File: src/rtl/bcd_operand_entry.sv
// Front-panel operand entry: edits a 3-digit BCD working value from button pulses
// and commits it as operand A, then operand B, for the ALU. Also drives the digit blink.
//
// state   | meaning
// --------+-------------------------------------------------------------
// ENTRY_A | editing the working value; enter commits it to operandA
// ENTRY_B | editing the working value; enter commits it to operandB
// READY   | both operands held; edits ignored, enter clears and restarts
module bcd_operand_entry #(
    parameter int unsigned BLINK_CYCLES = 60000000
) (
    input  logic        clk,
    input  logic        resetPulse,
    input  logic        incPulse,
    input  logic        decPulse,
    input  logic        nextPulse,
    input  logic        enterPulse,
    output logic [11:0] working,
    output logic [1:0]  digitSel,
    output logic        blinkOn,
    output logic [1:0]  entryState,
    output logic [11:0] operandA,
    output logic [11:0] operandB,
    output logic        operandsValid
);

    typedef enum logic [1:0] {
        ENTRY_A = 2'd0,
        ENTRY_B = 2'd1,
        READY   = 2'd2
    } state_t;

    typedef enum logic [2:0] {
        ACT_NONE,
        ACT_ENTER,
        ACT_NEXT,
        ACT_INC,
        ACT_DEC
    } act_t;

    localparam logic [31:0] BLINK_LAST = 32'(BLINK_CYCLES - 1);

    state_t      state;
    state_t      state_nxt;
    act_t        act;
    logic [3:0]  sel_nib;
    logic [3:0]  sel_nib_nxt;
    logic [11:0] working_edit;
    logic [31:0] blink_cnt;

    function automatic logic [3:0] bcd_step(input logic [3:0] d, input logic up);
        if (up)
            return (d == 4'd9) ? 4'd0 : d + 4'd1;
        else
            return (d == 4'd0) ? 4'd9 : d - 4'd1;
    endfunction

    always_ff @(posedge clk or negedge resetPulse) begin
        if (!resetPulse)
            state <= ENTRY_A;
        else
            state <= state_nxt;
    end

    always_comb begin
        state_nxt = state;
        if (enterPulse) begin
            case (state)
                ENTRY_A: state_nxt = ENTRY_B;
                ENTRY_B: state_nxt = READY;
                default: state_nxt = ENTRY_A;
            endcase
        end
    end

    // One action per cycle: enter > next > inc > dec; edits are dead in READY.
    always_comb begin
        act = ACT_NONE;
        if (enterPulse)
            act = ACT_ENTER;
        else if (state != READY) begin
            if (nextPulse)
                act = ACT_NEXT;
            else if (incPulse)
                act = ACT_INC;
            else if (decPulse)
                act = ACT_DEC;
        end

        case (digitSel)
            2'd0:    sel_nib = working[3:0];
            2'd1:    sel_nib = working[7:4];
            default: sel_nib = working[11:8];
        endcase
        sel_nib_nxt = bcd_step(sel_nib, act == ACT_INC);

        working_edit = working;
        case (digitSel)
            2'd0:    working_edit[3:0]  = sel_nib_nxt;
            2'd1:    working_edit[7:4]  = sel_nib_nxt;
            default: working_edit[11:8] = sel_nib_nxt;
        endcase
    end

    always_ff @(posedge clk or negedge resetPulse) begin
        if (!resetPulse) begin
            working       <= 12'h000;
            digitSel      <= 2'd0;
            operandA      <= 12'h000;
            operandB      <= 12'h000;
            operandsValid <= 1'b0;
            blinkOn       <= 1'b1;
            blink_cnt     <= 32'd0;
        end else begin
            operandsValid <= 1'b0;
            case (act)
                ACT_ENTER: begin
                    working  <= 12'h000;
                    digitSel <= 2'd0;
                    case (state)
                        ENTRY_A: operandA <= working;
                        ENTRY_B: begin
                            operandB      <= working;
                            operandsValid <= 1'b1;
                        end
                        default: begin
                            operandA <= 12'h000;
                            operandB <= 12'h000;
                        end
                    endcase
                end
                ACT_NEXT: digitSel <= (digitSel == 2'd2) ? 2'd0 : digitSel + 2'd1;
                ACT_INC, ACT_DEC: working <= working_edit;
                default: ;
            endcase

            // Any accepted action restarts the blink so the edited digit stays lit.
            if (act != ACT_NONE) begin
                blink_cnt <= 32'd0;
                blinkOn   <= 1'b1;
            end else if (blink_cnt == BLINK_LAST) begin
                blink_cnt <= 32'd0;
                blinkOn   <= ~blinkOn;
            end else begin
                blink_cnt <= blink_cnt + 32'd1;
            end
        end
    end

    assign entryState = state;

endmodule

File: config.mk
export PLATFORM = sky130hd
export DESIGN_NAME = bcd_operand_entry
export DESIGN_NICKNAME = d
export VERILOG_FILES = /design/src/rtl/bcd_operand_entry.sv
export SDC_FILE = /design/constraint.sdc
export NUM_CORES = 1
export LEC_CHECK = 0
export CAP_MARGIN = 10
export CELL_PAD_IN_SITES_DETAIL_PLACEMENT = 1
export CELL_PAD_IN_SITES_GLOBAL_PLACEMENT = 1
export CORE_UTILIZATION = 39
export CTS_BUF_LIST = sky130_fd_sc_hd__clkbuf_16
export DETAILED_ROUTE_END_ITERATION = 12
export GPL_TIMING_DRIVEN = 1
export PLACE_DENSITY_LB_ADDON = 0.1
export SETUP_SLACK_MARGIN = 0.5
export SKIP_CTS_REPAIR_TIMING = 1
export SLEW_MARGIN = 40
export SYNTH_ARGS = -nofsm -noshare
export SYNTH_HDL_FRONTEND = slang
export SYNTH_SLANG_ARGS = --single-unit
File: constraint.sdc
create_clock -name clk -period 1.6 [get_ports clk]
set_input_delay 0.4 -clock clk [delete_from_list [all_inputs] [get_ports clk]]
set_output_delay 0.4 -clock clk [all_outputs]
set_load 0.01 [all_outputs]
## Word-level counts from Yosys, hierarchy flattened

Cells that the tools add are included.

- Flip-flop bits (word level): 74
- Input port bits: 6
- Word-level logic and storage cells: 68

- Add/sub/neg operators: 4
- Equality and inequality tests: 13
- Multiplexer cells: 24
- Bitwise operators: 3
- Reductions and logical operators: 14

Operator list:

| kind | count |
|---|---|
| case mux 12 bit (2 select lines) | 3 |
| two-way mux 32 bit | 2 |
| adder 32 x 1 -> 32 bit (second input constant) | 1 |
| == test 32 x 26 -> 1 bit (second input constant) | 1 |
| two-way mux 4 bit | 6 |
| two-way mux 3 bit | 5 |
| AND reduction 2 bit | 5 |
| != test 2 bit (second input constant) | 4 |
| case mux 2 bit (2 select lines) | 2 |
| case mux 4 bit (2 select lines) | 1 |
| == test 3 x 2 -> 1 bit (second input constant) | 2 |
| nonzero test 2 bit | 3 |
| adder 4 x 1 -> 4 bit (second input constant) | 1 |
| == test 2 x 1 -> 1 bit (second input constant) | 2 |
| == test 4 bit (second input constant) | 1 |
| logical NOT 2 bit | 2 |
| logical NOT 4 bit | 1 |
| two-way mux 1 bit | 4 |
| OR reduction 2 bit | 2 |
| subtractor 4 x 1 -> 4 bit (second input constant) | 1 |
| == test 3 x 1 -> 1 bit (second input constant) | 1 |
| == test 3 bit (second input constant) | 1 |
| inverter 1 bit | 3 |
| nonzero test 3 bit | 1 |
| other kinds (3) | 3 |

## Depth between registers and ports, before layout

- Depth after elaboration: 9
- Mapped depth: 7

## Worst setup path after synthesis

No wires, ideal clock.

- Kind: register -> register
- Start: register digitSel[1]
- End: register working[11]
- Arrival time: 1.676 ns
- Required time: 1.460 ns
- Slack: -0.216 ns
- Cell stages (with the launch flop): 7
- Cell sequence: dfrtp_1 -> buf_2 -> buf_2 -> o21ai_0 -> nor2_1 -> o31ai_1 -> a31oi_1

- Longest elaborated chain between the ends: 7
- Elaborated cells on any way between the ends: 15
- Those cells by class: add/sub (2); eq/ne (3); mux (6); reduce/logical (4)

RTL lines:

| element | RTL line | RTL |
|---|---|---|
| from (decl) | 19 | `output logic [1:0] digitSel,` |
| from (signal assigned) | 132 | `ACT_NEXT: digitSel <= (digitSel == 2'd2) ? 2'd0 : digitSel + 2'd1;` |
| == test 2 x 1 -> 1 bit or logical NOT 2 bit (tied branches) | 90, 98 |  |
| case mux 4 bit (2 select lines) | 90 | `case (digitSel)` |
| subtractor 4 x 1 -> 4 bit (tied with other cells) | 55 | `return (d == 4'd0) ? 4'd9 : d - 4'd1;` |
| two-way mux 4 bit, on equally long branches | 55, 53 |  |
| two-way mux 4 bit | 52 | `if (up)` |
| two-way mux 4 bit | 98 | `case (digitSel)` |
| case mux 12 bit (2 select lines) | 116 | `case (act)` |
| to (signal assigned) | 133 | `ACT_INC, ACT_DEC: working <= working_edit;` |
| to (decl) | 18 | `output logic [11:0] working,` |

Parallel ways exist; a longest one is shown, timed or not. The select of a mux whose other input is x is not followed.
A chain may end at the register's enable or synchronous reset.

## Final worst setup path

- Start: register blink_cnt[23]
- End: register blink_cnt[30]

- Longest elaborated chain between the ends: 3
- Elaborated cells on any way between the ends: 4
- Those cells by class: add/sub (1); eq/ne (1); mux (2)

RTL lines:

| element | RTL line | RTL |
|---|---|---|
| from (decl) | 49 | `logic [31:0] blink_cnt;` |
| from (signal assigned) | 145 | `blink_cnt <= blink_cnt + 32'd1;` |
| adder 32 x 1 -> 32 bit or == test 32 x 26 -> 1 bit (tied branches) | 145, 141 |  |
| two-way mux 32 bit (*) | 141 | `end else if (blink_cnt == BLINK_LAST) begin` |
| two-way mux 32 bit (*) | 138 | `if (act != ACT_NONE) begin` |

Every way passes the cells marked *; elsewhere a longest branch is shown, timed or not.

==> impl_metrics.py <==
metrics = {
    "synth": {
        "synth_area_leaders": "dfrtp_1, o2bb2ai_1, nor2_1, xnor2_1, a21oi_1",
        "ys_seq_area_share_pct": 47.3,
        "yosysUniqueCellTypes": 52,
        "synthCells": 404,
        "syn_nets": 411,
        "syn_area_sq_um": 3920,
        "synth_flop_cell": "dfrtp_1",
        "yosysWarnings": 0,
        "synth_top_area_cell": "dfrtp_1",
        "ys_async_sr_fraction_pct": 100,
        "synth_area_per_cell_sq_um": 9.70,
        "synth_edf_count": 0,
        "synth_top_area_share_pct": 46.6,
        "synth-seq-cells": 74,
    },
    "floorplanning": {
        "fp-row-count": 36,
        "ios": 48,
        "die_x_microns": 102,
        "die_y_microns": 102,
        "core_area_sq_um": 9770,
        "dieArea_sq_um": 10500,
        "initial_core_util_pct": 40.1,
    },
    "detailed_routing": {
        "num_vias": 4322,
        "first_pass_iters": 5,
        "viasPerCell": 5.86,
        "wl_per_cell_microns": 26.2,
        "ant_nets": 0,
        "post-route-drc-count": 0,
        "routed_wl_microns": 19300,
        "drt_iter0_markers": 151,
    },
    "timing": {
        "rsz0062_at_grt": "true",
        "holdWs_ns": -0.0406,
        "relSlewSlack_pct": 72.1,
        "hold_violations": 17,
        "worst_pin_slew_ns": 0.415,
        "setup_viol": 45,
        "fin_crit_sh_pct": 124,
        "drv_slew": 0,
        "fmax_mhz": 504,
        "skew_ns": 0.00812,
        "fin_ws_ns": -0.384,
        "fin_crit_ns": 1.98,
    },
    "clock_tree": {
        "cts.sinks": 74,
        "clkTransAtPathRegs_ns": 0.06,
        "cts-root-buf": "clkbuf_16",
        "cts_tree": "yes",
        "insertion_delay_ns": 0.35,
        "cts_buffers": 9,
        "clockBufferDepth": 2,
        "htreeDepth": 3,
    },
    "setup_path": {
        "cp_cell_sequence": "nand2_2 > nor4_2 > buf_4 > nand4_1 > buf_4 > or3_1 > a21oi_1",
        "crit_path_max_fanout": 4,
        "r2r_cells": 7,
        "critPathKind": "reg2reg",
        "cp.required_ns": 1.87,
        "crit_slowest_cell": "dfrtp_1",
        "critPathTopFamily": "simple AND/OR/NAND/NOR gates",
        "worst-path-buf-inv": 2,
        "arrival_ns": 2.25,
        "critPathMaxStageDelay_ns": 0.45,
        "worstSetupStartpointType": "flop",
        "cp.depth": 7,
        "r2r_slack_ns": -0.38,
        "cp-end-kind": "flop",
        "cp_common_cell": "buf_4",
    },
    "placed_design": {
        "gp_congestion": 0.881,
        "io_buffers": 47,
        "hpwl_microns": 9040,
    },
    "run_status": {
        "violations": "negative hold slack, negative setup slack",
        "status": "finished with violations",
    },
    "grt": {
        "antenna_found_initial": 0,
        "grt.total_usage_pct": 25.4,
        "grt_max_degree": 30,
        "grt_pass1_wl_microns": 20000,
        "gr-total-overflow": 0,
        "grt_pass1_vias": 3831,
    },
    "power": {
        "cellPowerDensity_nw_per_um2": 1260,
        "leakage_uw": 0.00306,
        "pwr-share-seq_pct": 29.6,
        "pwr-share-clk_pct": 22.0,
        "power_uw": 8600,
        "p_sw_share_pct": 38.6,
        "peakVddDrop_v": 0.000689,
        "intPower_uw": 5270,
        "pwr-share-comb_pct": 48.3,
        "power_switching_uw": 3320,
    },
    "layout": {
        "layout-drive-gt1-share_pct": 58.8,
        "regArea_sq_um": 1860,
        "nFillCells": 996,
        "final_util_pct": 69.9,
        "area_growth_pct": 74.4,
        "final_nets": 607,
        "antennaDiodeCount": 0,
        "multi_input_area_sq_um": 2660,
    },
    "worst_hold_path": {
        "hold_path.class": "in2async",
    },
    "flow_run": {
        "drv_cap": 0,
    },
}
-- per-layer routing --
metal,global-route usage [%],up-vias,wire (microns)
met5,0,-,0
met4,7.25,0,746
met3,4.72,65,983
met2,40.9,193,9680
met1,34.9,2212,7920
li1,-,1852,-
-- state kept, by name (all words and copies together) (netlist names) --
| signal | flops |
|---|---|
| working | 12 |
| operandA | 12 |
| blink_cnt | 32 |
| operandsValid | 1 |
| operandB | 12 |
| entryState | 2 |
| digitSel | 2 |
| blinkOn | 1 |
-- worst paths after layout --
check,from,end
hold reg to reg,operandB[7]$_DFFE_PN0P_,operandB[7]$_DFFE_PN0P_
setup reg to reg,blink_cnt[23]$_DFF_PN0_,blink_cnt[30]$_DFF_PN0_
setup / recovery,blink_cnt[23]$_DFF_PN0_,blink_cnt[30]$_DFF_PN0_
min in group clk,operandB[7]$_DFFE_PN0P_,operandB[7]$_DFFE_PN0P_
hold / removal,resetPulse,blink_cnt[28]$_DFF_PN0_
max in group asynchronous,resetPulse,blinkOn$_DFFE_PN1P_
-- placed cells by master, fill, tap and decap left out, types with 12 or more instances in the layout --
cell         n
a22oi_2     12
nand2_1     18
xnor2_1     16
buf_4      123
dfrtp_1     67
nor2_4      17
clkbuf_16   12
nor2_1      25
buf_2       20
o2bb2ai_1   17
nand3_1     13
buf_6       49
-- layout make-up --
type / instances / share of cell area (%)
multi-input cells: 298 / 38.9
flip-flops and latches: 74 / 27.2
repair buffers: 208 / 27.1
clock buffers: 9 / 3.30
well taps: 133 / 2.44
clock inverters: 7 / 0.549
inverters: 9 / 0.494
-- logic make-up (layout without fill, tap and decap cells) --
kind of cell | after synthesis | in the layout | share of synthesized area [%]
AO/OA/AOI/OAI | 86 | 86 | 15.7
AND/OR/NAND/NOR | 173 | 173 | 24.0
XOR/XNOR | 29 | 29 | 6.48
buffers and inverters | 32 | 233 | 3.54
adder cells (fa/ha/maj) | 1 | 1 | 0.319
multiplexers | 9 | 9 | 2.65
flip-flops | 74 | 74 | 47.3
-- stage by stage --
stage	TNS [ns]	worst slack [ns]	instance area [sq um]	instances
2_1_floorplan	-0.577	-0.0842	4240	404
3_3_place_gp	-22.48	-0.555	5390	656
3_5_place_dp	-24.43	-0.625	5390	656
4_1_cts	-15.95	-0.460	5650	672
5_1_grt	-13.17	-0.402	6830	738
6_report	-11.84	-0.384	6830	738
-- worst register-to-register path, delay by kind of cell, from the launching register on --
| family | cells | cell delay (ns) |
|---|---|---|
| buffers and inverters | 2 | 0.40 |
| AND/OR/NAND/NOR | 4 | 0.88 |
| flip-flops | 1 | 0.45 |
| AO/OA/AOI/OAI | 1 | 0.18 |
-- cells in the mapped netlist, types with 2 or more instances --
cell type   n
nor2b_1    15
nand4_4     2
nand4_1     8
o2bb2ai_1  24
or4_1       2
nor4_2      3
o21a_1      3
or3_1       3
nand3_1    14
a21oi_1    22
mux2_2      4
dfrtp_1    73
buf_2       9
xnor2_1    17
or2_2       2
o21ai_1     2
a31oi_1     4
nand2b_1    3
and2_1      5
mux2i_1     3
nand2_1    24
xor2_1     12
nor2_1     51
clkbuf_1   12
a22oi_1    13
nor4b_1     2
nor3_1     15
o21ai_0     3
o31ai_1     5
inv_1       9
nor4_1      7
o211ai_1    6
and3_1      8
-- power groups by stage --
stage,logic (uW),clock network (uW),registers [uW]
2_1_floorplan,1450,0,2610
3_3_place_gp,2630,0,2500
3_5_place_dp,2720,0,2530
4_1_cts,2740,1830,2500
5_1_grt,4330,1970,2560
6_report,4160,1890,2550
(Power assumes the default switching activity.)
